[src/rtl/cache_repl_policy.sv]
// Replacement-policy unit for a set-associative cache: tree PLRU, round-robin or LFSR victim choice.
// Optional way locking is compiled in with `define CACHE_WAY_LOCK_EN (adds the WayLockMask port).
module cache_repl_policy #(
  parameter int NUMWAYS = 4,
  parameter int NUMSETS = 64,
  parameter int SETLEN  = $clog2(NUMSETS),
  parameter int POLICY  = 0
) (
  input  logic               clk,
  input  logic               reset,
  input  logic               CacheEn,
  input  logic               FlushStage,
  input  logic [SETLEN-1:0]  SetIdx,
  input  logic [NUMWAYS-1:0] ValidWay,
  input  logic [NUMWAYS-1:0] HitWay,
  input  logic               LRUWriteEn,
  input  logic               InvalidateCache,
`ifdef CACHE_WAY_LOCK_EN
  input  logic [NUMWAYS-1:0] WayLockMask,
`endif
  output logic [NUMWAYS-1:0] VictimWay
);

  localparam int WAYLEN = $clog2(NUMWAYS);
  localparam int NODEW  = WAYLEN + 1;

  logic [SETLEN-1:0]  set_q;
  logic [NUMWAYS-1:0] policy_way;
  logic [NUMWAYS-1:0] base_way;
  logic               update;

  function automatic logic [NUMWAYS-1:0] lowest_one(input logic [NUMWAYS-1:0] v);
    return v & (~v + NUMWAYS'(1));
  endfunction

  always_ff @(posedge clk) begin
    if (reset) begin
      set_q <= '0;
    end else if (CacheEn) begin
      set_q <= SetIdx;
    end
  end

  assign update   = LRUWriteEn & ~FlushStage;
  assign base_way = (|(~ValidWay)) ? lowest_one(~ValidWay) : policy_way;

`ifdef CACHE_WAY_LOCK_EN
  logic [NUMWAYS-1:0] lock_eff;

  // A fully locked set behaves as if nothing were locked, so a victim always exists.
  always_comb begin
    lock_eff  = (&WayLockMask) ? '0 : WayLockMask;
    VictimWay = base_way;
    if (|(base_way & lock_eff)) begin
      if (|(~ValidWay & ~lock_eff)) begin
        VictimWay = lowest_one(~ValidWay & ~lock_eff);
      end else begin
        VictimWay = lowest_one(~lock_eff);
      end
    end
  end
`else
  assign VictimWay = base_way;
`endif

  generate
    if (POLICY == 0) begin : g_plru
      // Heap-ordered tree: node n has children 2n and 2n+1; leaves NUMWAYS..2*NUMWAYS-1 are ways.
      logic [NUMWAYS-1:1] tree_mem [NUMSETS];
      logic [NUMWAYS-1:1] tree_cur;
      logic [NUMWAYS-1:1] tree_nxt;
      logic [NUMWAYS-1:0] used_way;
      logic [WAYLEN-1:0]  used_idx;
      logic [NODEW-1:0]   node;
      logic [NODEW-1:0]   path;
      logic               pick;
      logic               dir;

      assign tree_cur = tree_mem[set_q];
      assign used_way = (|HitWay) ? HitWay : VictimWay;

      always_comb begin
        node = NODEW'(1);
        pick = 1'b0;
        for (int l = 0; l < WAYLEN; l++) begin
          pick = 1'b0;
          for (int n = 1; n < NUMWAYS; n++) begin
            if (node == NODEW'(n)) pick = tree_cur[n];
          end
          node = {node[WAYLEN-1:0], pick};
        end
        policy_way = NUMWAYS'(1) << node[WAYLEN-1:0];
      end

      // Climb from the used leaf to the root, pointing each ancestor at the other subtree.
      always_comb begin
        used_idx = '0;
        for (int w = 0; w < NUMWAYS; w++) begin
          if (used_way[w]) used_idx = WAYLEN'(w);
        end
        tree_nxt = tree_cur;
        path     = {1'b1, used_idx};
        dir      = 1'b0;
        for (int l = 0; l < WAYLEN; l++) begin
          dir  = path[0];
          path = path >> 1;
          for (int n = 1; n < NUMWAYS; n++) begin
            if (path == NODEW'(n)) tree_nxt[n] = ~dir;
          end
        end
      end

      always_ff @(posedge clk) begin
        if (reset || InvalidateCache) begin
          for (int s = 0; s < NUMSETS; s++) tree_mem[s] <= '0;
        end else if (update) begin
          tree_mem[set_q] <= tree_nxt;
        end
      end
    end else if (POLICY == 1) begin : g_rr
      logic [WAYLEN-1:0] rr_mem [NUMSETS];

      assign policy_way = NUMWAYS'(1) << rr_mem[set_q];

      // Only fills advance the pointer; power-of-two way count makes the wrap free.
      always_ff @(posedge clk) begin
        if (reset || InvalidateCache) begin
          for (int s = 0; s < NUMSETS; s++) rr_mem[s] <= '0;
        end else if (update && !(|HitWay)) begin
          rr_mem[set_q] <= rr_mem[set_q] + WAYLEN'(1);
        end
      end
    end else begin : g_lfsr
      logic [7:0] lfsr;

      assign policy_way = NUMWAYS'(1) << lfsr[WAYLEN-1:0];

      // x^8+x^6+x^5+x^4+1 is primitive, so a nonzero seed never reaches the all-zero state.
      always_ff @(posedge clk) begin
        if (reset) begin
          lfsr <= 8'h01;
        end else if (CacheEn) begin
          lfsr <= {lfsr[6:0], lfsr[7] ^ lfsr[5] ^ lfsr[4] ^ lfsr[3]};
        end
      end
    end
  endgenerate

  hit_onehot: assert property (@(posedge clk) disable iff (reset) $onehot0(HitWay));

endmodule

[config.mk]
export PLATFORM = sky130hd
export DESIGN_NAME = cache_repl_policy
export DESIGN_NICKNAME = d
export VERILOG_FILES = /design/src/rtl/cache_repl_policy.sv
export SDC_FILE = /design/constraint.sdc
export NUM_CORES = 1
export LEC_CHECK = 0
export BUFFER_PORTS_ARGS = -buffer_cell sky130_fd_sc_hd__buf_2
export CORE_MARGIN = 1.5
export CORE_UTILIZATION = 52
export DETAILED_ROUTE_END_ITERATION = 8
export PLACE_DENSITY = 0.65
export SYNTH_ARGS = -nofsm -noshare
export SYNTH_HDL_FRONTEND = slang
export SYNTH_SLANG_ARGS = --single-unit
[constraint.sdc]
create_clock -name clk -period 5.4 [get_ports clk]
set_input_delay 1.08 -clock clk [delete_from_list [all_inputs] [get_ports clk]]
set_output_delay 1.08 -clock clk [all_outputs]
set_load 0.1 [all_outputs]
* Yosys cells after proc, flatten, opt, wreduce, memory -nomap -nowiden *
Memories as Yosys holds them, arrays and structs flattened. A register that Yosys moved wholly into a read port is not among the register bits.
Cells that the tools add are included.

storage, ports and cells
  flip-flop bits (word level) = 6
  memory bits (writable) = 192
  input port bits = 20
  output and inout bits = 4
  word-level logic and storage cells = 33
  memories = 1

operators by class
  $add $sub $neg = 1
  shift-type cells = 1
  mux-type cells = 18
  bitwise gates (word level) = 7
  reduce and logical (&&, ||, !) cells = 4

memories
  memory           depth  width  read ports  clocked after memory_dff  wr ports  RTL line  text
  g_plru.tree_mem  64     3      1           1                         64        69        logic [NUMWAYS-1:1] tree_mem [NUMSETS];

operator list
  kind                                                               number
  6-bit two-way mux                                                  3
  1-bit two-way mux                                                  10
  4-bit two-way mux                                                  2
  4-bit inverter                                                     2
  4-bit OR reduction                                                 2
  4-bit by 1-bit adder with 4-bit output, second input constant      1
  4-bit AND                                                          1
  2-bit two-way mux                                                  2
  1-bit by 2-bit left shift with 4-bit output, first input constant  1
  3-bit two-way mux                                                  1
  1-bit inverter                                                     3
  3-bit OR reduction                                                 1
  1-bit AND                                                          1
  1-bit logical OR                                                   1

* Logic depth before layout (Yosys ltp) *
Gate-level depths: netlist of run 1.

  word-level depth = 12
  mapped depth = 13
  mapped depth without buffers = 8

* Least setup slack after synthesis of run 1 *
Ideal clock, no wire load.

  path type = reg-to-output
  start point = reg (tool-made name)
  end point = out VictimWay[1]
  arrival = 4.059 ns
  path slack = 0.261 ns
  stages on the path, launching flop included = 11
  buffers on the path = 3
  path through = dfxtp_1 -> buf_2 -> buf_4 -> buf_4 -> mux2i_1 -> a22oi_1 -> nand4_1 -> o31ai_1 -> nor4_1 -> o21ai_1 -> a21boi_0

RTL lines
  element           RTL line  text
  end: declaration  21        output logic [NUMWAYS-1:0] VictimWay

==> flow_summary.json, run 1 <==
{
  "finalSetupViolations": 0,
  "pin_count": 24,
  "crit_family": "simple AND/OR/NAND/NOR gates",
  "hold-worst-slack_ns": 0.546,
  "initial_utilization": 0.533,
  "ys_warn_count": 0,
  "dieWidth_microns": 144,
  "wire_per_inst_microns": 25.4,
  "drtAntennaViolNets": 0,
  "min_period_ns": 5.18,
  "cpPeakStageDelay_ns": 0.71,
  "crit_fanout": 27,
  "drcViolationCount": 0,
  "cp_cell_sequence": "buf_12 > mux4_2 > nor2_1 > nor4b_2 > nor4_1 > mux2i_1 > or4_1 > a21oi_1 > buf_2",
  "port_buffers": 23,
  "areaGrowthSynthToFinish_pct": 9.38,
  "syn-cell-area_sq_um": 10400,
  "critical_path_class": "flip-flop to output pin",
  "async_flop_share": 0,
  "synthAdderAreaFrac": 0,
  "cp_num_buf_inv": 2,
  "detail_route.wirelength_microns": 27700,
  "skew_ns": 0.0156,
  "status": "completed",
  "cts.sinks": 204,
  "path_depth": 9,
  "power.share.switching": 0.248,
  "synth_edf_count": 192,
  "cp-end-kind": "output pin",
  "synth_compound_area_frac": 0.0275,
  "r2r_cells": 10,
  "clkPwrFrac": 0.391,
  "yosys_register_bits": 204,
  "cts_max_path_buffers": 3,
  "num_vias": 7009,
  "synth_top_family_by_area": "simple AND/OR/NAND/NOR gates",
  "hold_viol_final": 0,
  "ir_worst_vdd_mv": 0.225,
  "numCtsBuffers": 22,
  "gp_congestion": 0.888,
  "cap_violations": 0,
  "grt.total_usage": 0.276,
  "cts_setup_buffers": 0,
  "relSlewSlack": 0.134,
  "die_y_microns": 144,
  "power_frac_comb": 0.100,
  "reg2reg_slack_ns": 1.58,
  "worst_pin_slew_ns": 1.30,
  "cts_resized": 0,
  "cts_hold_buf": 0,
  "synth_cell_type_count": 49,
  "endpoint": "VictimWay[2]",
  "rsz0062_at_grt": "false",
  "overflow": 0,
  "startpoint_type": "flip-flop",
  "grt_pass1_vias": 6891,
  "intPower_mw": 2.71,
  "grt_pass1_wl_microns": 42200,
  "dpl.hpwl_microns": 17600,
  "cts-htree-levels": 1,
  "core-area_sq_um": 19500,
  "syn-num-nets": 825,
  "num_rows": 51,
  "period_share": 0.959,
  "powerDensity_nw_per_um2": 316,
  "synth_xor_area_frac": 0,
  "hp-class": "flip-flop to flip-flop",
  "layout.nets": 829,
  "cts.root.buffer_cell": "clkbuf_16",
  "synth_mux_area_frac": 0.116,
  "synth_area_leaders": "edfxtp_1 (55%), mux4_2 (5.8%), nor3_2 (5.8%)",
  "layout_common_cells": "edfxtp_1 (192), nand2_1 (144), nor2_1 (87), nor3_2 (61), mux2i_1 (43)",
  "p_seq_frac": 0.509,
  "firstDrtPassIters": 5,
  "synth_cells": 805,
  "clk_latency_ns": 0.51,
  "die_area_sq_um": 20900,
  "ys_seq_area_frac": 0.577,
  "arrival_ns": 4.10,
  "viasPerCell": 6.44,
  "diodes": 0,
  "fmax_ghz": 0.193,
  "finalMaxSlewViolations": 0,
  "synth_area_per_cell_sq_um": 12.9,
  "fin_tns_setup_ns": 0,
  "grt_max_degree": 65,
  "switchingPower_uw": 893,
  "slowest_stage": "dfxtp_2",
  "crit_required_ns": 4.32,
  "timing.rr.end": "g_plru.tree_mem[14][2]$_SDFFCE_PN0P_",
  "synth_top_area_share": 0.554,
  "path_clk_slew_ns": 0.06,
  "cts_tree": "built",
  "antenna_found_initial": 0,
  "synthSimpleGateAreaFrac": 0.235,
  "final_common_cell": "edfxtp_1",
  "ys.flop_type": "edfxtp_1",
  "dr.first_iter.drc_count": 765,
  "drive_above_1_share": 0.272,
  "synth_top_area_cell": "edfxtp_1",
  "p_leak_nw": 3.72
}
power by group through the flow:
stage	registers, mW	logic, mW	clock network [mW]
floorplan	1.83	0.272	0
global placement	1.87	0.349	0
detailed placement	1.87	0.356	0
CTS	1.83	0.357	1.42
global route	1.84	0.378	1.48
finish	1.83	0.359	1.41
logic make-up after synthesis:
family / Yosys count
AND/OR/NAND/NOR: 404
flip-flops: 204
multiplexers: 82
buffers and inverters: 74
AO/OA/AOI/OAI: 41
through the flow:
step	std cells	setup WS, ns	total power, mW	utilization	area, sq um
floorplan	805	0.261	2.11	-	10400
global placement	1050	0.709	2.21	0.549	10700
detailed placement	1050	0.558	2.22	0.549	10700
CTS	1089	0.0486	3.61	0.582	11400
global route	1089	0.116	3.70	0.583	11400
finish	1089	0.224	3.60	0.583	11400
cell usage after synthesis (all sizes together) (2+ instances only):
master / count
o22ai: 4
nor2: 88
nand2b: 3
dfxtp: 12
mux2: 9
nand3: 7
nand4: 2
o21ai: 5
clkbuf: 19
edfxtp: 192
nor3b: 4
o31ai: 3
nor4b: 2
nand2: 144
a22oi: 20
inv: 4
mux2i: 44
buf: 51
nor4: 71
a31oi: 3
nor2b: 4
a21oi: 4
nor3: 71
mux4: 29
sequential cells by signal (all words and copies together), names as in the netlist, named ones only:
signal / cells
set_q: 6
g_plru.tree_mem: 192
worst register-to-register path, cell delays in order, from the launching register on:
cell and delay [ns]:
dfxtp_2 0.71, buf_12 0.30, nand2b_1 0.25, o22ai_1 0.13, nor4b_2 0.24, nor4_1 0.12
mux2_2 0.28, o31a_1 0.34, nor4b_4 0.30, buf_4 0.66, nor4_2 0.18
worst min-delay path by stage:
stage                     startpoint        end  slack, ns  depth (start not counted)
2_1_floorplan  set_q[0]$_SDFFE_PP0P_  flip-flop       0.50                          2
3_3_place_gp   set_q[0]$_SDFFE_PP0P_  flip-flop       0.55                          2
3_5_place_dp   set_q[0]$_SDFFE_PP0P_  flip-flop       0.54                          2
4_1_cts        set_q[0]$_SDFFE_PP0P_  flip-flop       0.55                          2
5_1_grt        set_q[1]$_SDFFE_PP0P_  flip-flop       0.64                          2
6_report       set_q[0]$_SDFFE_PP0P_  flip-flop       0.55                          2
per-layer routing:
metal	global-route usage	vias up	routed length [microns]	part of all wire
met1	0.379	3529	10900	0.39
met3	0.0381	66	2160	0.078
met5	0	-	0	0
li1	-	3066	-	-
met2	0.448	348	13600	0.49
met4	0.108	0	1070	0.039
cell type report:
class | instances | area (sq um)
clock buffers | 34 | 637
clock inverters | 5 | 22.5
fillers | 1593 | 8150
inverters | 4 | 15.0
multi-input cells | 527 | 4000
flip-flops and latches | 204 | 6010
well taps | 265 | 332
repair buffers | 50 | 368
(Power assumes the default switching activity.)
==> run 2, diff against run 1 <==
--- a/config.mk
+++ b/config.mk
@@ -7,9 +7,9 @@
 export LEC_CHECK = 0
 export BUFFER_PORTS_ARGS = -buffer_cell sky130_fd_sc_hd__buf_2
 export CORE_MARGIN = 1.5
-export CORE_UTILIZATION = 52
+export CORE_UTILIZATION = 50
 export DETAILED_ROUTE_END_ITERATION = 8
-export PLACE_DENSITY = 0.65
+export PLACE_DENSITY = 0.63
 export SYNTH_ARGS = -nofsm -noshare
 export SYNTH_HDL_FRONTEND = slang
 export SYNTH_SLANG_ARGS = --single-unit
==> run 2 against run 1 <==
First-iteration DRC count rose by 5.6%. Clock power about the same. Clock skew up 0.0026 ns. Hold slack better by 0.084 ns. Non-clock buffer count decreased by 4. Worst setup slack better by 0.062 ns. Sequential share of layout area grew 0.065 points. Final cell count about the same. Sequential cell count is the same. Via count down 0.83%. Critical path depth is 2 lower. Largest cell class unchanged. Largest power group unchanged. Highest routed layer unchanged.
==> flow_summary.json, run 2 (synthesized netlist as in run 1, its figures left out) <==
{
  "grt.total_usage": 0.265,
  "cts_tree": "built",
  "cts-htree-levels": 1,
  "final_cells": 1090,
  "port_buffers": 23,
  "largest_reg_flops": 192,
  "core-area_sq_um": 20300,
  "cap_violations": 0,
  "detail_route.wirelength_microns": 28200,
  "path_clk_slew_ns": 0.06,
  "gp_congestion": 0.893,
  "r2r_cells": 10,
  "diodes": 0,
  "crit_required_ns": 4.32,
  "hp-start": "set_q[2]$_SDFFE_PP0P_",
  "arrival_ns": 4.03,
  "hp-class": "flip-flop to flip-flop",
  "dp_worst_setup_slack_ns": 0.897,
  "ir_worst_vdd_mv": 0.172,
  "hold-worst-slack_ns": 0.630,
  "fin_tns_setup_ns": 0,
  "grt_pass1_wl_microns": 42700,
  "largest_registers": "g_plru.tree_mem: 192 flops, set_q: 6 flops",
  "seq_area_sq_um": 6010,
  "place_inst": 1051,
  "antenna_found_initial": 0,
  "cts_resized": 0,
  "dpl.hpwl_microns": 17800,
  "whs_path_depth": 2,
  "crit_fanout": 23,
  "relSlewSlack": 0.124,
  "finalSetupViolations": 0,
  "grt_pass1_vias": 6867,
  "numCtsBuffers": 22,
  "reg2reg_slack_ns": 1.39,
  "viasPerCell": 6.38,
  "dpl_cell_area_sq_um": 10700,
  "drcViolationCount": 0,
  "areaGrowthSynthToFinish_pct": 9.20,
  "layout_setup_ws_ns": 0.286,
  "regMostFlops": "g_plru.tree_mem",
  "die_area_sq_um": 21700,
  "cp-end-kind": "output pin",
  "fin_area_sq_um": 11400,
  "fill_cells": 1679,
  "num_vias": 6951,
  "cts_setup_buffers": 0,
  "period_share": 0.947,
  "firstDrtPassIters": 5,
  "cts_max_path_buffers": 3,
  "layout_common_cells": "edfxtp_1 (192), nand2_1 (144), nor2_1 (87), nor3_2 (60), mux2i_1 (43)",
  "timing.rr.end": "g_plru.tree_mem[7][1]$_SDFFCE_PN0P_",
  "status": "completed",
  "die_y_microns": 147,
  "p_leak_nw": 3.70,
  "num_rows": 52,
  "critical_path_class": "flip-flop to output pin",
  "grt_max_degree": 65,
  "worst_pin_slew_ns": 1.31,
  "rsz0062_at_grt": "false",
  "drtAntennaViolNets": 0,
  "cts.root.buffer_cell": "clkbuf_16",
  "startpoint_type": "flip-flop",
  "overflow": 0,
  "layout.nets": 825,
  "final_common_cell": "edfxtp_1",
  "multiInputGateArea_sq_um": 3980,
  "wire_per_inst_microns": 25.8,
  "clk_latency_ns": 0.52,
  "skew_ns": 0.0183,
  "pin_count": 24,
  "cts.sinks": 204,
  "finalMaxSlewViolations": 0,
  "min_period_ns": 5.11,
  "drive_above_1_share": 0.265,
  "holdPathEnd": "set_q[2]$_SDFFE_PP0P_",
  "hold_viol_final": 0,
  "cts_hold_buf": 0,
  "powerDensity_nw_per_um2": 317,
  "dieWidth_microns": 147,
  "fmax_ghz": 0.196,
  "dr.first_iter.drc_count": 808,
  "initial_utilization": 0.513
}
## run 2: cell types whose count changed in the layout (fill, tap and decap cells not counted), sizes merged
cell	change
buf	-4
clkbuf	-3
bufinv	+1
clkinv	+2
## run 2: layout make-up
type / count / area share
Clock buffer: 31 / 0.0523
Tap cell: 270 / 0.0297
Clock inverter: 8 / 0.00628
Multi-Input combinational cell: 527 / 0.351
Timing Repair Buffer: 46 / 0.0308
Inverter: 4 / 0.00132
Sequential cell: 204 / 0.529
## run 2: layer usage
layer	track usage	wire, microns
met4	0.0840	887
met5	0	0
met1	0.362	11300
met3	0.0522	2240
met2	0.428	13700
## run 2: how the worst max path moves through the flow
stage | cells after the start | end | slack (ns) | start
2_1_floorplan | 10 | VictimWay[1] | 0.26 | flip-flop
4_1_cts | 7 | VictimWay[2] | 0.35 | flip-flop
3_3_place_gp | 7 | VictimWay[2] | 0.92 | flip-flop
5_1_grt | 9 | VictimWay[2] | 0.23 | flip-flop
6_report | 7 | VictimWay[2] | 0.29 | flip-flop
3_5_place_dp | 7 | VictimWay[2] | 0.90 | flip-flop
## run 2: report_power, final
| part | internal [mW] | total, mW | switching, mW |
|---|---|---|---|
| logic | 0.103 | 0.354 | 0.251 |
| clock network | 0.814 | 1.42 | 0.603 |
| registers | 1.79 | 1.83 | 0.0438 |
## run 2: worst max-delay path, cell delays in order (launching register included)
cell     delay (ns)
dfxtp_2        0.83
mux4_2         0.42
mux4_2         0.52
mux2i_1        0.30
mux2i_1        0.20
or4_1          0.53
a21oi_1        0.23
buf_2          0.47
## run 2: metrics by stage
step,util,power [mW]
4_1_cts,0.560,3.62
3_3_place_gp,0.527,2.21
2_1_floorplan,-,2.11
3_5_place_dp,0.527,2.22
5_1_grt,0.560,3.71
6_report,0.560,3.60
